`config.mk`:
```
export PLATFORM = sky130hd
export DESIGN_NAME = gcd_frac_reduce
export DESIGN_NICKNAME = d
export VERILOG_FILES = /design/src/rtl/gcd_frac_reduce.sv
export SDC_FILE = /design/constraint.sdc
export NUM_CORES = 1
export LEC_CHECK = 0
export ABC_AREA = 1
export CORE_MARGIN = 8
export CORE_UTILIZATION = 52
export DETAILED_ROUTE_END_ITERATION = 16
export GPL_TIMING_DRIVEN = 0
export HOLD_SLACK_MARGIN = 0.02
export PLACE_DENSITY = 0.77
export SYNTH_ARGS = -nofsm -noshare
export SYNTH_HDL_FRONTEND = slang
export SYNTH_SLANG_ARGS = --single-unit
export TNS_END_PERCENT = 5
```
`constraint.sdc`:
```
create_clock -name clk -period 5 [get_ports clk]
set_input_delay 0.75 -clock clk [delete_from_list [all_inputs] [get_ports clk]]
set_output_delay 0.75 -clock clk [all_outputs]
set_load 0.02 [all_outputs]
```
`src/rtl/gcd_frac_reduce.sv`:
```
// gcd_frac_reduce: reduces {a, b} by their gcd g using two parallel restoring dividers, one quotient bit per clock.
module gcd_frac_reduce #(
  parameter int WIDTH = 16
) (
  input  logic                 clk,
  input  logic                 reset,
  input  logic                 in_valid,
  input  logic [3*WIDTH-1:0]   in_data,
  output logic                 in_ready,
  output logic                 out_valid,
  input  logic                 out_ready,
  output logic [2*WIDTH-1:0]   out_data,
  output logic                 out_err
);
  localparam int CW = (WIDTH > 1) ? $clog2(WIDTH) : 1;
  typedef enum logic [1:0] {IDLE, DIV, DONE} state_t;
  state_t state, state_n;
  logic [WIDTH-1:0] xa, xb, ra, rb, qa, qb, g, ra_n, rb_n;
  logic [WIDTH:0] sa, sb;
  logic [CW-1:0] cnt;
  logic ge_a, ge_b, accept, last, g_zero;
  assign in_ready = (state == IDLE) && !reset;
  assign out_valid = (state == DONE);
  assign accept = in_valid && in_ready;
  assign last = (cnt == CW'(WIDTH - 1));
  assign g_zero = (in_data[WIDTH-1:0] == '0);
  // Partial remainder is kept one bit wider than the divisor so the trial subtract never overflows.
  always_comb begin
    sa = {ra, xa[WIDTH-1]};
    sb = {rb, xb[WIDTH-1]};
    ge_a = sa >= {1'b0, g};
    ge_b = sb >= {1'b0, g};
    ra_n = ge_a ? WIDTH'(sa - {1'b0, g}) : sa[WIDTH-1:0];
    rb_n = ge_b ? WIDTH'(sb - {1'b0, g}) : sb[WIDTH-1:0];
    state_n = (state == IDLE) ? (accept ? (g_zero ? DONE : DIV) : IDLE) :
              (state == DIV)  ? (last ? DONE : DIV) :
                                (out_ready ? IDLE : DONE);
  end
  always_ff @(posedge clk or posedge reset) begin
    if (reset) begin
      state    <= IDLE;
      xa       <= '0;
      xb       <= '0;
      ra       <= '0;
      rb       <= '0;
      qa       <= '0;
      qb       <= '0;
      g        <= '0;
      cnt      <= '0;
      out_data <= '0;
      out_err  <= 1'b0;
    end else begin
      state <= state_n;
      if (state == IDLE && accept) begin
        {xa, xb, g} <= in_data;
        ra  <= '0;
        rb  <= '0;
        qa  <= '0;
        qb  <= '0;
        cnt <= '0;
        out_err <= g_zero;
        if (g_zero) out_data <= '0;
      end
      if (state == DIV) begin
        xa  <= {xa[WIDTH-2:0], 1'b0};
        xb  <= {xb[WIDTH-2:0], 1'b0};
        ra  <= ra_n;
        rb  <= rb_n;
        qa  <= {qa[WIDTH-2:0], ge_a};
        qb  <= {qb[WIDTH-2:0], ge_b};
        cnt <= cnt + 1'b1;
        if (last) out_data <= {qa[WIDTH-2:0], ge_a, qb[WIDTH-2:0], ge_b};
      end
    end
  end
endmodule
```
==> flow_summary.ini, run 1 <==
[outcome]
status = complete, no violations

[drt]
drtAntennaViolNets = 0
first_pass_iters = 8
wirelength_um = 22300
drt-initial-drc-count = 505
wire_per_inst_um = 15.8
vias = 7502
vias_per_cell = 5.30
route.detailed.drc = 0

[place]
hpwl_um = 16400
port_buffers = 86
place_congestion = 0.923
place_worst_setup_slack_ps = 1950

[setup_path]
r2r_slack_ps = 2770
start_kind = input pin
worstPathMaxFanout = 2
worstSetupPathType = input pin to primary output
required_ps = 4250
crit_path_end_kind = primary output
critPathArrivalTime_ps = 2290

[synth]
synth.avg_cell_area_sq_um = 7.92
synth.ff_latch_count = 149
ys.warnings.count = 0
synthFlopType = dfrtp_1
synth_area_sq_um = 8520
yosysSeqAreaShare_pct = 43.8
yosys.area.top_type_share_pct = 43.8
synth-edff-count = 0
synth_area_leaders = dfrtp_1, nand2_1, inv_1
synth_nets = 1163
yosysTopAreaCell = dfrtp_1
synth.distinct_cells = 44
synth_cells = 1076
async_reset_ff_share_pct = 100

[cts]
cts_hold_buf = 0
clkLatencyLatePin_ps = 440
cts_buffers = 17
cts_resized = 0
cts_tree = yes
clk_pin_slew_worst_paths_ps = 70
clockBufferDepth = 2
postCtsSetupBuffers = 0
numClockSinks = 149
root_buffer = clkbuf_16
htree_levels = 4

[timing]
clock.fmax_ghz = 0.329
rsz0062_at_grt = false
slew_violations = 0
period_minus_slack_ps = 3040
worst_pin_slew_ps = 661
fin_worst_skew_ps = 9.39
finalSetupViolations = 0
relSlewSlack_pct = 56.0
worst_slack_ps = 1960
hold_viol = 0
finalCritPeriodShare_pct = 60.8

[global_routing]
grt_pass1_vias = 7310
grt_start_max_net_pins = 99
grtUsageTotal_pct = 22.4
antenna_found_initial = 0
grt_pass1_wl_um = 36400
overflow = 0

[die]
start_util_pct = 52.3
die_x_um = 144
die_h_um = 144
row_count = 47
ios = 87
die_area_sq_um = 20700
core_area_sq_um = 16300

[final_layout]
fin_util_pct = 63.0
final_common_cell = nand2_1
syn_to_final_growth_pct = 20.4
diodes = 0
nFillCells = 1384
layout-drive-gt1-share_pct = 8.54
layout_common_cells = nand2_1, dfrtp_1, inv_1
final_net_count = 1269

[hold_path]
min_path_type = flip-flop to flip-flop

[job]
cap_violations = 0
## path summary, 6_finish.rpt
kind,start,end,depth (start not counted)
worst max register to register,xb[15]$_DFFE_PP0P_,rb[14]$_DFFE_PP0P_,11
min in group asynchronous,reset,out_data[28]$_DFF_PP0_,2
worst min register to register,qb[5]$_DFFE_PP0P_,qb[5]$_DFFE_PP0P_,2
max in group asynchronous,reset,rb[6]$_DFFE_PP0P_,3
worst min-delay path,qb[5]$_DFFE_PP0P_,qb[5]$_DFFE_PP0P_,2
worst max-delay path,reset,in_ready,3
## per-stage QoR
stage                     instance area [sq um]  hold WS [ps]  cells  setup TNS, ps
after global placement                     9660           456   1382        -277950
after floorplan                            8520           442   1076              0
after detailed placement                   9690           462   1383              0
final                                     10300           479   1415              0
after CTS                                 10300           479   1415              0
after global routing                      10300           497   1415              0
## worst max-delay path, cell delays in order
cell and delay (ps):
clkdlybuf4s50_1 540, nor3_2 330, clkdlybuf4s50_1 670
## cells by family (layout without fill, tap and decap cells)
kind of cell | after synthesis | in the layout | share of synthesized area [%]
AO/OA/AOI/OAI | 124 | 124 | 9.56
XOR/XNOR | 17 | 17 | 1.75
adder cells (fa/ha/maj) | 35 | 35 | 5.32
buffers and inverters | 193 | 312 | 9.55
flip-flops | 149 | 149 | 43.8
AND/OR/NAND/NOR | 558 | 558 | 30.1
## routing by layer
metal	wire length [um]	vias to the layer above	track usage, %
li1	-	3689	-
met3	1430	26	4.46
met1	10100	3550	29.9
met5	0	-	0
met2	10500	237	35.9
met4	357	0	6.92
## synthesized netlist by cell type (all sizes together) (19+ instances only)
| master | number |
|---|---|
| ha | 33 |
| inv | 150 |
| nand2 | 372 |
| a21oi | 19 |
| clkbuf | 19 |
| a221oi | 30 |
| dfrtp | 149 |
| buf | 24 |
| nor3 | 34 |
| nor2 | 42 |
| nand3b | 28 |
| o21ai | 44 |
| nand3 | 67 |
## sequential cells by signal, summed over array words and instances, names as in the netlist
register and cells:
xb 16, qa 15, qb 15, out_err 1
cnt 4, out_data 32, xa 16, state 2
ra 16, g 16, rb 16
## cell type report
cell class	instances	area, sq um	area share, %
Sequential cell	149	3730	36.4
Buffer	43	248	2.42
Tap cell	220	275	2.68
Clock buffer	18	429	4.18
Multi-Input combinational cell	734	3980	38.8
Timing Repair Buffer	87	888	8.66
Clock inverter	14	139	1.35
Inverter	150	571	5.56
Power of run 1 is left out: the tool's default activity adds up to more than one toggle a clock period on the data nets, which glitch-free logic cannot reach.
==> inputs of run 2 (changes only) <==
==> constraint.sdc (replaced) <==
create_clock -name clk -period 2.5 [get_ports clk]
set_input_delay 0.375 -clock clk [delete_from_list [all_inputs] [get_ports clk]]
set_output_delay 0.375 -clock clk [all_outputs]
set_load 0.02 [all_outputs]
==> run 2 against run 1 <==
First-iteration DRC count up 3.8%. Worst hold slack worse by 5.5 ps. Global-route usage down 0.48 points. Count of clock-buffer cells in the layout down 1. Non-clock buffer count up 2. Cell area up 0.59%. Cell count up 0.14%. Clock skew down 1.1 ps. Flip-flop and latch count unchanged. Critical endpoint is now rb[14]$_DFFE_PP0P_.
==> flow_summary.ini, run 2 (synthesis gave the netlist of run 1 again) <==
[hold_path]
min_path_type = flip-flop to flip-flop

[die]
die_x_um = 144
core_area_sq_um = 16300
row_count = 47
die_h_um = 144
ios = 87
start_util_pct = 52.3
die_area_sq_um = 20700

[cts]
cts_tree = yes
clockBufferDepth = 2
root_buffer = clkbuf_16
cts_resized = 0
cts_hold_buf = 0
cts_buffers = 17
htree_levels = 4
postCtsSetupBuffers = 0
clkLatencyLatePin_ps = 430
numClockSinks = 149
clk_pin_slew_worst_paths_ps = 70

[drt]
first_pass_iters = 9
vias = 7497
wirelength_um = 22200
drtAntennaViolNets = 0
drt-initial-drc-count = 524
route.detailed.drc = 0
vias_per_cell = 5.29
wire_per_inst_um = 15.7

[global_routing]
grt_pass1_vias = 7118
overflow = 0
grt_pass1_wl_um = 35400
antenna_found_initial = 1
grtUsageTotal_pct = 21.9
grt_start_max_net_pins = 42

[place]
port_buffers = 86
hpwl_um = 16500
place_congestion = 0.929
place_worst_setup_slack_ps = 174

[timing]
tns_ps = 0
period_minus_slack_ps = 2260
rsz0062_at_grt = false
finalCritPeriodShare_pct = 90.3
clock.fmax_ghz = 0.443
slew_violations = 0
hold_viol = 0
worst_slack_ps = 244
finalSetupViolations = 0
fin_worst_skew_ps = 8.32
worst_pin_slew_ps = 815
relSlewSlack_pct = 45.6

[setup_path]
worstPathMaxFanout = 4
crit_path_end_kind = flip-flop
start_kind = flip-flop
required_ps = 2820
critPathArrivalTime_ps = 2580
worstSetupPathType = flip-flop to flip-flop

[final_layout]
syn_to_final_growth_pct = 21.1
diodes = 0
top_register = out_data
fin_util_pct = 63.3
final_net_count = 1271
largest_reg_flops = 32
final_common_cell = nand2_1
layout_common_cells = nand2_1, dfrtp_1, inv_1
layout-drive-gt1-share_pct = 8.77

[job]
cap_violations = 0

[outcome]
status = complete, no violations
run 2: through the flow:
step	hold slack [ps]	cells	cell area, sq um
6_report	474	1417	10300
5_1_grt	492	1417	10300
4_1_cts	476	1417	10300
3_5_place_dp	459	1385	9720
3_3_place_gp	455	1382	9660
2_1_floorplan	442	1076	8520
run 2: path summary, 6_finish.rpt:
kind / start / end / slack [ps] / depth (start not counted)
max: xb[15]$_DFFE_PP0P_ / rb[14]$_DFFE_PP0P_ / 240 / 11
min: qb[7]$_DFFE_PP0P_ / qb[7]$_DFFE_PP0P_ / 470 / 2
max reg2reg: xb[15]$_DFFE_PP0P_ / rb[14]$_DFFE_PP0P_ / 240 / 11
min reg2reg: qb[7]$_DFFE_PP0P_ / qb[7]$_DFFE_PP0P_ / 470 / 2
max in group asynchronous: reset / ra[3]$_DFFE_PP0P_ / 830 / 5
min in group asynchronous: reset / out_data[21]$_DFF_PP0_ / 480 / 2
run 2: cell type report:
| cell class | instances | area (sq um) |
|---|---|---|
| clock inverter | 15 | 171 |
| clock buffer | 17 | 425 |
| multi-input combinational | 734 | 3980 |
| buffer | 43 | 248 |
| inverter | 150 | 569 |
| sequential | 149 | 3730 |
| tap | 220 | 275 |
| timing repair buffer | 89 | 921 |
| fill | 1397 | 5970 |
run 2: critical path: stages, from the launching register on:
cell and delay (ps):
dfrtp_1 320, inv_1 100, ha_1 250, fa_1 440
o21ai_1 410, nand2_1 90, nand2_1 120, nand2_1 120
nand3_1 90, nand3_1 90, nand2_1 70, nand2_1 40
run 2: layer usage:
layer / global-route usage [%] / vias up / share of wire, %
li1: - / 3704 / -
met1: 28.6 / 3523 / 44
met2: 34.8 / 235 / 47
met3: 6.11 / 33 / 6.8
met4: 6.25 / 2 / 1.7
met5: 0 / - / 0.036
Power of run 2 is left out for the same reason.
==> edit: new RTL, flow settings as in run 2 <==
The parameter `WIDTH` goes from 16 to 8.
--- a/src/rtl/gcd_frac_reduce.sv
+++ b/src/rtl/gcd_frac_reduce.sv
@@ -1,6 +1,6 @@
 // gcd_frac_reduce: reduces {a, b} by their gcd g using two parallel restoring dividers, one quotient bit per clock.
 module gcd_frac_reduce #(
-  parameter int WIDTH = 16
+  parameter int WIDTH = 8
 ) (
   input  logic                 clk,
   input  logic                 reset,
Interface: changed (resized in_data and out_data); port bits go from 87 to 47. No check against the original RTL was run, so the function may have changed too.
==> edit against run 2 <==
Worst setup slack improved by 0.094 ns; final area down 52%; count of clock-buffer cells in the layout shrank 7; via count fell by 53%; wire length is 55% lower; synthesized area decreased by 52%; global-route usage fell by 3.3 points; sequential cell count down 73; register-to-register slack better by 0.23 ns; die area is 47% lower; critical endpoint is now in_ready; highest routed layer is now met4.
==> edit: results (changes against run 2) <==
## Run status
* run status: completed

## Place
* pre-CTS worst setup slack: 0.3367 ns, +0.1632 ns
* placed cells: 649, -53%
* DPL Wire Length: 7219 um, -56%

## Synth
* mean post-synth cell area: 8.215 um^2, +3.8%
* fraction of the mapped netlist area in adder cells: 6.458%, +1.1 points
* Synth Area in Compound Gates: 6.610%, -3.0 points
* part of the Yosys area used for sequential elements: 46.30%, +2.5 points
* XOR/XNOR share of the synthesized area: 1.279%, -0.47 points
* Synthesized Nets: 548, -53%
* Netlist cell types: 33, -25%

## CTS
* deepest level of the CTS H-tree: 3, -1
* number of buffers inserted during clock tree synthesis: 9, -8
* library cell used as clock root buffer: clkbuf_8
* register clock-pin slew on the reported worst setup and hold paths: 0.09 ns, +0.02 ns

## Finish
* post-route non-filler standard cell count: 665, -53%
* Filler Cell Count: 679, -51%
* fraction of layout instances using a drive strength above 1: 8.703%, -0.069 points
* Total Nets Final: 606, -52%
* max FFs per register: 16, -50%

## GRT
* global-route wire length before repair: 16840 um, -53%
* Total GRT Usage: 18.58%, -3.3 points
* antenna violations before repair: 0, -1

## Detailed routing
* Iter 0 DRT Violations: 184, -65%
* DR vias: 3558, -53%
* final WL: 10000 um, -55%
* First-pass DRT Iterations: 4, -5

## Critical path
* largest stage delay on the critical path: 0.66 ns, +0.22 ns
* cell with the largest stage delay on the worst path: clkdlybuf4s50_1
* Worst R2R Start: g[6]
* Crit path arrival time: 1.79 ns, -0.79 ns
* worst-case register-to-register setup slack: 0.47 ns, +0.23 ns

## Min path
* type of the worst min-delay path: primary input to asynchronous set/reset pin

## STA
* Max Clock Skew: 0.009345 ns, +0.001027 ns

-- edit: cell count changes after synthesis, sizes merged, moves of 11 or more --
cell / delta
nand2: -233
inv: -97
dfrtp: -73
a221oi: -30
o21ai: -20
ha: -15
nand3: -15
buf: -14
nand3b: -14
a21oi: -13
clkbuf: -11
-- edit: worst max path at each step --
stage               cells after the start  slack [ns]        to   from
global placement                        2       -1.09     rb[7]  reset
finish                                  3        0.34  in_ready  reset
detailed placement                      3        0.34  in_ready  reset
CTS                                     3        0.32  in_ready  reset
global route                            3        0.27  in_ready  reset
floorplan                               1        0.19    cnt[0]  reset
-- edit: cells by family (layout without fill, tap and decap cells) --
logic type / count (synthesis) / after routing
AOI/OAI and AO/OA: 46 / 46
xor gates and xnor gates: 6 / 6
adders and majority gates: 20 / 20
buffers and inverters: 71 / 134
DFF: 76 / 76
and+or+nand+nor: 281 / 281
-- edit: where the power goes --
part / switching [mW] / internal [mW]
sequential: 0.370 / 1.82
combinational: 2.79 / 1.83
clock: 0.502 / 0.497
total: 3.66 / 4.15
-- edit: worst max-delay path: cells and delay by family --
kind | cells | cell delay (ns)
buffers and inverters | 2 | 1.16
AND/OR/NAND/NOR | 1 | 0.25
-- edit: metrics by stage --
stage | utilization [%] | hold WS [ns] | cell area (um^2)
after floorplan | - | 0.4422 | 4108
after global placement | 61.08 | 0.4564 | 4696
after detailed placement | 61.47 | 0.4658 | 4726
after CTS | 64.19 | 0.4438 | 4935
after global routing | 64.19 | 0.4805 | 4935
final | 64.19 | 0.4293 | 4935
-- edit: layout make-up --
class	count	area (um^2)	area share, %
plain buffers	18	118.9	2.409
clock buffers	10	137.6	2.789
clock inverters	6	71.32	1.445
inverters	53	201.4	4.082
multi-input cells	353	1888	38.26
flip-flops and latches	76	1902	38.54
well taps	102	127.6	2.586
repair buffers	47	488.0	9.888
-- edit: routing by layer --
layer,global-route usage (%),vias up,wire length [um]
li1,-,1742,-
met2,29.68,88,4730
met1,24.47,1710,4604
met5,0,-,0
met4,8.053,0,220
met3,2.887,18,449
